--- config.mk ---
export PLATFORM = sky130hd
export DESIGN_NAME = design_42
export DESIGN_NICKNAME = d
export VERILOG_FILES = /design/src/rtl/design_42_pkg.sv /design/src/rtl/design_42_adder.sv /design/src/rtl/design_42.sv
export SDC_FILE = /design/constraint.sdc
export NUM_CORES = 1
export LEC_CHECK = 0
export CAP_MARGIN = 20
export CORE_MARGIN = 5
export CORE_UTILIZATION = 48
export CTS_BUF_LIST = sky130_fd_sc_hd__clkbuf_8 sky130_fd_sc_hd__clkbuf_16
export DETAILED_ROUTE_END_ITERATION = 7
export MAX_ROUTING_LAYER = met4
export PLACE_DENSITY = 0.84
export SKIP_CTS_REPAIR_TIMING = 1
export SYNTH_ARGS = -nofsm -noshare
export SYNTH_HDL_FRONTEND = slang
export SYNTH_HIERARCHICAL = 1
export SYNTH_SLANG_ARGS = --single-unit
--- constraint.sdc ---
create_clock -name clk -period 1.3 [get_ports clk]
set_input_delay 0.26 -clock clk [delete_from_list [all_inputs] [get_ports clk]]
set_output_delay 0.26 -clock clk [all_outputs]
set_load 0.01 [all_outputs]
--- src/rtl/design_42_pkg.sv ---
// Shared constants and types for the design_42 registered adder.
package design_42_pkg;

  // Default operand/result width.
  localparam int unsigned DefaultW = 12;

  // Controller states: StIdle = no result pending, StDone = result valid this cycle.
  typedef enum logic {
    StIdle = 1'b0,
    StDone = 1'b1
  } state_e;

endpackage

--- src/rtl/design_42_adder.sv ---
// Combinational W-bit unsigned adder with carry out.
module design_42_adder #(
  parameter int unsigned W = 12
) (
  input  logic [W-1:0] a_i,
  input  logic [W-1:0] b_i,
  output logic [W-1:0] sum_o,
  output logic         carry_o
);

  logic [W:0] full_sum;

  // Zero-extend both operands so the carry lands in bit W.
  always_comb begin
    full_sum = {1'b0, a_i} + {1'b0, b_i};
    sum_o    = full_sum[W-1:0];
    carry_o  = full_sum[W];
  end

endmodule

--- src/rtl/design_42.sv ---
// Registered adder with a two-state result-valid controller.
// Optional feature: define DESIGN_42_CARRY_EN to add a registered carry_out port.
module design_42
  import design_42_pkg::*;
#(
  parameter int unsigned W = DefaultW
) (
  input  logic         clk,
  input  logic         rst_n,
  input  logic         start,
  input  logic [W-1:0] a,
  input  logic [W-1:0] b,
  output logic [W-1:0] y,
`ifdef DESIGN_42_CARRY_EN
  output logic         carry_out,
`endif
  output logic         valid
);

  state_e       state_q, state_d;
  logic [W-1:0] y_q, y_d;
  logic [W-1:0] sum;

`ifdef DESIGN_42_CARRY_EN
  logic carry;
  logic carry_q, carry_d;
`else
  // Carry is not exported in this build.
  logic carry_unused;
`endif

  design_42_adder #(
    .W (W)
  ) u_adder (
    .a_i     (a),
    .b_i     (b),
    .sum_o   (sum),
`ifdef DESIGN_42_CARRY_EN
    .carry_o (carry)
`else
    .carry_o (carry_unused)
`endif
  );

  // Controller next state: any start leads to StDone, otherwise back to StIdle.
  always_comb begin
    state_d = state_q;
    unique case (state_q)
      StIdle:  state_d = start ? StDone : StIdle;
      StDone:  state_d = start ? StDone : StIdle;
      default: state_d = StIdle;
    endcase
  end

  // Result capture: load on start, hold otherwise.
  always_comb begin
    y_d = y_q;
    if (start) begin
      y_d = sum;
    end
  end

`ifdef DESIGN_42_CARRY_EN
  // Carry captured alongside the sum.
  always_comb begin
    carry_d = carry_q;
    if (start) begin
      carry_d = carry;
    end
  end
`endif

  // State and result registers, cleared asynchronously by reset.
  always_ff @(posedge clk or negedge rst_n) begin
    if (!rst_n) begin
      state_q <= StIdle;
      y_q     <= '0;
    end else begin
      state_q <= state_d;
      y_q     <= y_d;
    end
  end

`ifdef DESIGN_42_CARRY_EN
  // Optional carry register.
  always_ff @(posedge clk or negedge rst_n) begin
    if (!rst_n) begin
      carry_q <= 1'b0;
    end else begin
      carry_q <= carry_d;
    end
  end

  assign carry_out = carry_q;
`endif

  assign y     = y_q;
  assign valid = (state_q == StDone);

endmodule

==> reports/metrics.cfg, run 1 <==
[clock_network]
numCtsBuffers = 3
clockBufferDepth = 2
htree_levels = 1
root_buffer = clkbuf_8

[synthesis]
ys_warn_count = 6
synth_nets = 142
synthCells = 102
syn_area_um2 = 1090
avgSynthCellArea_um2 = 10.7

[floorplanning]
die_w_um = 57.7
ios = 40
rows = 17
initial_core_util = 0.499
die_h_um = 57.7

[place]
dp_hpwl_um = 2620
gp_congestion = 0.808
place_area_um2 = 1870
port_buffers = 39

[global_route]
grt_max_degree = 14
antenna_found_initial = 1

[run_status]
status = stopped before the end
lastStage = 5_1_grt
firstError = [ERROR DPL-0033] detailed placement checks failed during check placement.

[sta]
worst_endpoint = y[10]$_DFFE_PN0P_/D
worstEpCategory = register data pin

==> per-stage QoR <==
stage           util  std cells  setup WS (ns)  TNS, ns  hold slack [ns]
4_1_cts        0.874        200         -0.968    -8.17            0.324
3_5_place_dp   0.854        196          -1.06    -9.24            0.495
3_3_place_gp   0.854        196         -0.998    -8.83            0.498
2_1_floorplan      -        102         -0.405    -2.41          -0.0356
==> inputs of run 2 (changes only) <==
--- a/config.mk
+++ b/config.mk
@@ -6,12 +6,10 @@
 export NUM_CORES = 1
 export LEC_CHECK = 0
 export CAP_MARGIN = 20
-export CORE_MARGIN = 5
-export CORE_UTILIZATION = 48
-export CTS_BUF_LIST = sky130_fd_sc_hd__clkbuf_8 sky130_fd_sc_hd__clkbuf_16
+export CORE_AREA = 5 5 66 68
 export DETAILED_ROUTE_END_ITERATION = 7
-export MAX_ROUTING_LAYER = met4
-export PLACE_DENSITY = 0.84
+export DIE_AREA = 0 0 71 73
+export PLACE_DENSITY_LB_ADDON = 0.15
 export SKIP_CTS_REPAIR_TIMING = 1
 export SYNTH_ARGS = -nofsm -noshare
 export SYNTH_HDL_FRONTEND = slang
==> reports/metrics.cfg, run 2 <==
[floorplanning]
rows = 23
coreArea_um2 = 3800
initial_core_util = 0.288
ios = 40
die_w_um = 71
die_h_um = 73
die_area_um2 = 5180

[worst_setup_path]
crit_path_max_fanout = 4
start_kind = input pin
critPathKind = input pin to flop
critical_path_arrival_ns = 1.87
required_ns = 1.48
worst_setup_path_end_kind = flop

[layout]
nets = 217
layout.cells.non_filler = 226
diodes = 0
final_common_cell = buf_4
drive_gt1_frac = 0.523
most-common-layout-cells = buf_4, dlymetal6s2s_1, dfrtp_1, mux2_4, ha_4
fin_area_um2 = 2100
largest_register_ffs = 12
area_growth_pct = 92.1

[clock_network]
cts.sinks = 13
clk_pin_slew_ns = 0.05
htree_levels = 1
cts_tree = done
root_buffer = clkbuf_8
clock_latency_ns = 0.23
clockBufferDepth = 2
numCtsBuffers = 3

[sta]
fmax_ghz = 0.589
fin_ws_ns = -0.396
clock_skew_ns = 0
finalSetupViolCount = 8
timing.final.crit_share = 1.30
rsz0062_at_grt = yes
drv_slew = 0
tightest_slew_ns = 0.363
slew_headroom = 0.758
hold_viol = 0
finalCriticalPeriod_ns = 1.70

[place]
dp_cells = 219
port_buffers = 39
gp_congestion = 0.762
dp_hpwl_um = 2390
place_area_um2 = 1910

[synthesis]
ys_warn_count = 6
avgSynthCellArea_um2 = 10.7
synthCells = 102
syn_area_um2 = 1090
synth_nets = 142

[run_status]
status = finished with violations
violations = setup timing

[route]
drc = 0
drt_iter0_markers = 24
drt-total-wl_um = 3010
ant_nets = 0
first_pass_iters = 4
vias = 1082
wl_per_cell_um = 13.3
via_per_inst = 4.79

[global_route]
grt_usage = 0.114
grt_pass1_vias = 1138
grt_max_degree = 14
grt-ovfl-total = 0
grt_pass1_wl_um = 4870
antenna_found_initial = 0

[pwr]
power_density_nw_per_um2 = 899
ir_drop_v = 0.000350
p_leak_nw = 1.10

[flow_run]
max_cap_violations = 0

[worst_hold_path]
hp-class = input pin to async pin

run 2: layout make-up:
type | instances | area [µm²]
fillers | 351 | 1700
multi-input cells | 86 | 995
repair buffers | 72 | 667
flip-flops and latches | 13 | 325
well taps | 50 | 62.6
clock buffers | 4 | 45.0
inverters | 1 | 3.75
run 2: critical path, cell delays in order:
cell and delay (ns):
buf_6 0.10, ha_4 0.24, a21o_1 0.19, a21o_1 0.25, buf_4 0.15, or4_4 0.40
o211ai_1 0.11, mux2_4 0.17
run 2: layer usage:
metal,up-vias,wire length [µm],GRT usage
li1,536,-,-
met2,25,1580,0.212
met4,0,6,0.0251
met1,519,1270,0.134
met5,-,0,0
met3,2,151,0.0248
run 2: through the flow:
| step | hold slack, ns | util | power [mW] | TNS, ns | worst slack [ns] |
|---|---|---|---|---|---|
| floorplan | -0.0356 | - | 1.02 | -2.41 | -0.405 |
| global placement | 0.497 | 0.502 | 1.48 | -8.77 | -1.01 |
| detailed placement | 0.493 | 0.502 | 1.50 | -9.04 | -1.02 |
| CTS | 0.337 | 0.514 | 1.86 | -7.42 | -0.795 |
| global route | 0.351 | 0.552 | 2.02 | -2.70 | -0.478 |
| finish | 0.333 | 0.552 | 1.89 | -2.12 | -0.396 |
run 2: power by group:
part | total (mW) | switching [mW] | internal [mW]
Sequential | 0.547 | 0.0490 | 0.498
Combinational | 0.995 | 0.378 | 0.617
Clock | 0.344 | 0.129 | 0.215
run 2: path summary, 6_finish.rpt:
kind	start	to	slack [ns]	cells after the start
worst min register to register	y[0]$_DFFE_PN0P_	y[0]$_DFFE_PN0P_	0.50	1
worst min-delay path	rst_n	y[1]$_DFFE_PN0P_	0.33	2
min in group clk	a[0]	y[0]$_DFFE_PN0P_	0.37	3
worst max-delay path	b[7]	y[11]$_DFFE_PN0P_	-0.40	8
max in group asynchronous	rst_n	y[10]$_DFFE_PN0P_	0.81	2
worst max register to register	y[9]$_DFFE_PN0P_	y[9]$_DFFE_PN0P_	0.53	1
No activity file was read; power rests on OpenSTA's default activity.
==> inputs of run 3 (changes only) <==
--- a/config.mk
+++ b/config.mk
@@ -9,9 +9,9 @@
 export CORE_AREA = 5 5 66 68
 export DETAILED_ROUTE_END_ITERATION = 7
 export DIE_AREA = 0 0 71 73
+export GPL_TIMING_DRIVEN = 0
 export PLACE_DENSITY_LB_ADDON = 0.15
 export SKIP_CTS_REPAIR_TIMING = 1
 export SYNTH_ARGS = -nofsm -noshare
 export SYNTH_HDL_FRONTEND = slang
-export SYNTH_HIERARCHICAL = 1
 export SYNTH_SLANG_ARGS = --single-unit
==> reports/metrics.cfg, run 3 <==
[synthesis]
synthAdderAreaFrac = 0.147
synth_edf_count = 0
synthCells = 113
avgSynthCellArea_um2 = 9.48
ys_warn_count = 0
syn_area_um2 = 1070
seq_area_frac_synth = 0.304
synth_nets = 152
ys.flop_type = dfrtp_1
synthArstFlopShare = 1.00
ys_types = 41
synth.most_common_cell = dfrtp_1
synth_compound_area_frac = 0.272
synthMuxAreaShare = 0.0514
yosys_register_bits = 13
synthTopCellsByArea = dfrtp_1, ha_1, mux2_2, a21oi_1, o21ai_0
synthXorXnorAreaFrac = 0.0327
yosys.area_share.simple = 0.152
synth_top_family_by_area = compound AO/OA/AOI/OAI gates
synth_top_area_frac = 0.304
yosysTopAreaCell = dfrtp_1
synth_common_cells = dfrtp_1, ha_1, a21oi_1

[clock_network]
cts_tree = done
htree_levels = 1
clock_latency_ns = 0.24
numCtsBuffers = 3
cts.sinks = 13
root_buffer = clkbuf_8
clk_pin_slew_ns = 0.06
clockBufferDepth = 2

[global_route]
antenna_found_initial = 0
grt_max_degree = 14
grt_usage = 0.113
grt_pass1_wl_um = 4730
grt_pass1_vias = 1076
grt-ovfl-total = 0

[layout]
final_common_cell = dlymetal6s2s_1
nets = 217
most-common-layout-cells = dlymetal6s2s_1, buf_4, dfrtp_1, buf_6, ha_4
layout.cells.non_filler = 227
area_growth_pct = 94.6
largest_register_ffs = 12
drive_gt1_frac = 0.458
diodes = 0

[pwr]
ir_drop_v = 0.000279
power_density_nw_per_um2 = 857
total_power_mw = 1.79
p_leak_nw = 1.04

[route]
first_pass_iters = 4
drc = 0
wl_per_cell_um = 14.9
drt_iter0_markers = 27
dr_wl_met3_um = 133
top_layer = met4
vias = 1158
wl_met1_um = 1400
via_per_inst = 5.10
ant_nets = 0
wl_met2_um = 1800
drt-total-wl_um = 3380

[floorplanning]
initial_core_util = 0.282
rows = 23
die_area_um2 = 5180
coreArea_um2 = 3800
die_w_um = 71
ios = 40
die_h_um = 73

[sta]
fin_ws_ns = -0.269
slew_headroom = 0.584
timing.final.crit_share = 1.21
hold_viol = 0
tightest_slew_ns = 0.622
finalCriticalPeriod_ns = 1.57
clock_skew_ns = 0
rsz0062_at_grt = yes
drv_slew = 0
fmax_ghz = 0.637
finalSetupViolCount = 8

[worst_setup_path]
start_kind = input pin
critPathKind = input pin to flop
worst_setup_path_end_kind = flop
reg2reg_setup_slack_ns = 0.39
r2r_start = y[8]$_DFFE_PN0P_
required_ns = 1.42
r2r_end = y[8]$_DFFE_PN0P_
reg2regPathDepth = 3
crit_path_max_fanout = 5
critical_path_arrival_ns = 1.69

[place]
dp_hpwl_um = 2170
gp_congestion = 0.759
dp_cells = 202
port_buffers = 39

[run_status]
violations = setup timing
status = finished with violations

[worst_hold_path]
hp-class = input pin to flop
min-delay-start = a[0]
min_to = y[0]$_DFFE_PN0P_
hold_path_depth = 3

[flow_run]
max_cap_violations = 0

## run 3: metrics by stage
stage	hold WS (ns)	setup TNS [ns]	util	instance area, µm²	worst slack [ns]
final	0.352	-1.01	0.549	2080	-0.269
after global routing	0.356	-1.52	0.549	2080	-0.353
after CTS	0.429	-6.07	0.419	1590	-0.626
after detailed placement	0.496	-7.92	0.407	1550	-0.882
after global placement	0.492	-7.69	0.407	1550	-0.849
after floorplan	-0.0356	-1.31	-	1090	-0.256
## run 3: cells by family (layout without fill, tap and decap cells)
| logic type | Yosys count | in the layout |
|---|---|---|
| and+or+nand+nor | 30 | 30 |
| DFF | 13 | 13 |
| muxes | 5 | 5 |
| AOI/OAI and AO/OA | 39 | 39 |
| adders and majority gates | 12 | 12 |
| xor gates and xnor gates | 4 | 4 |
| buffers and inverters | 10 | 74 |
## run 3: worst max path at each step
| stage | startpoint | to | slack [ns] |
|---|---|---|---|
| after floorplan | a[0] | y[10]$_DFFE_PN0P_ | -0.26 |
| after global placement | a[0] | y[10]$_DFFE_PN0P_ | -0.85 |
| after detailed placement | a[0] | y[10]$_DFFE_PN0P_ | -0.88 |
| after CTS | a[0] | y[10]$_DFFE_PN0P_ | -0.63 |
| after global routing | b[0] | y[10]$_DFFE_PN0P_ | -0.35 |
| final | b[0] | y[10]$_DFFE_PN0P_ | -0.27 |
## run 3: final cells by class
class | count | area (µm²)
Buffer | 5 | 60.1
Clock buffer | 4 | 45.0
Fill cell | 344 | 1710
Inverter | 4 | 15.0
Multi-Input combinational cell | 90 | 968
Sequential cell | 13 | 325
Tap cell | 50 | 62.6
Timing Repair Buffer | 61 | 608
## run 3: routing by layer
layer	up-vias	global-route usage
met5	-	0
met4	0	0.0605
met3	4	0.0220
met2	28	0.202
met1	572	0.128
li1	554	-
## run 3: critical path, stage by stage
cell	delay [ns]
buf_6	0.10
ha_4	0.16
fa_2	0.38
a211oi_4	0.30
o21a_1	0.23
o32a_1	0.20
o211ai_2	0.07
## run 3: power breakdown
| part | internal, mW | switching [mW] | total, mW | leakage [nW] |
|---|---|---|---|---|
| registers | 0.480 | 0.0338 | 0.513 | 0.153 |
| clock network | 0.217 | 0.147 | 0.364 | 0.0228 |
| logic | 0.515 | 0.396 | 0.910 | 0.862 |
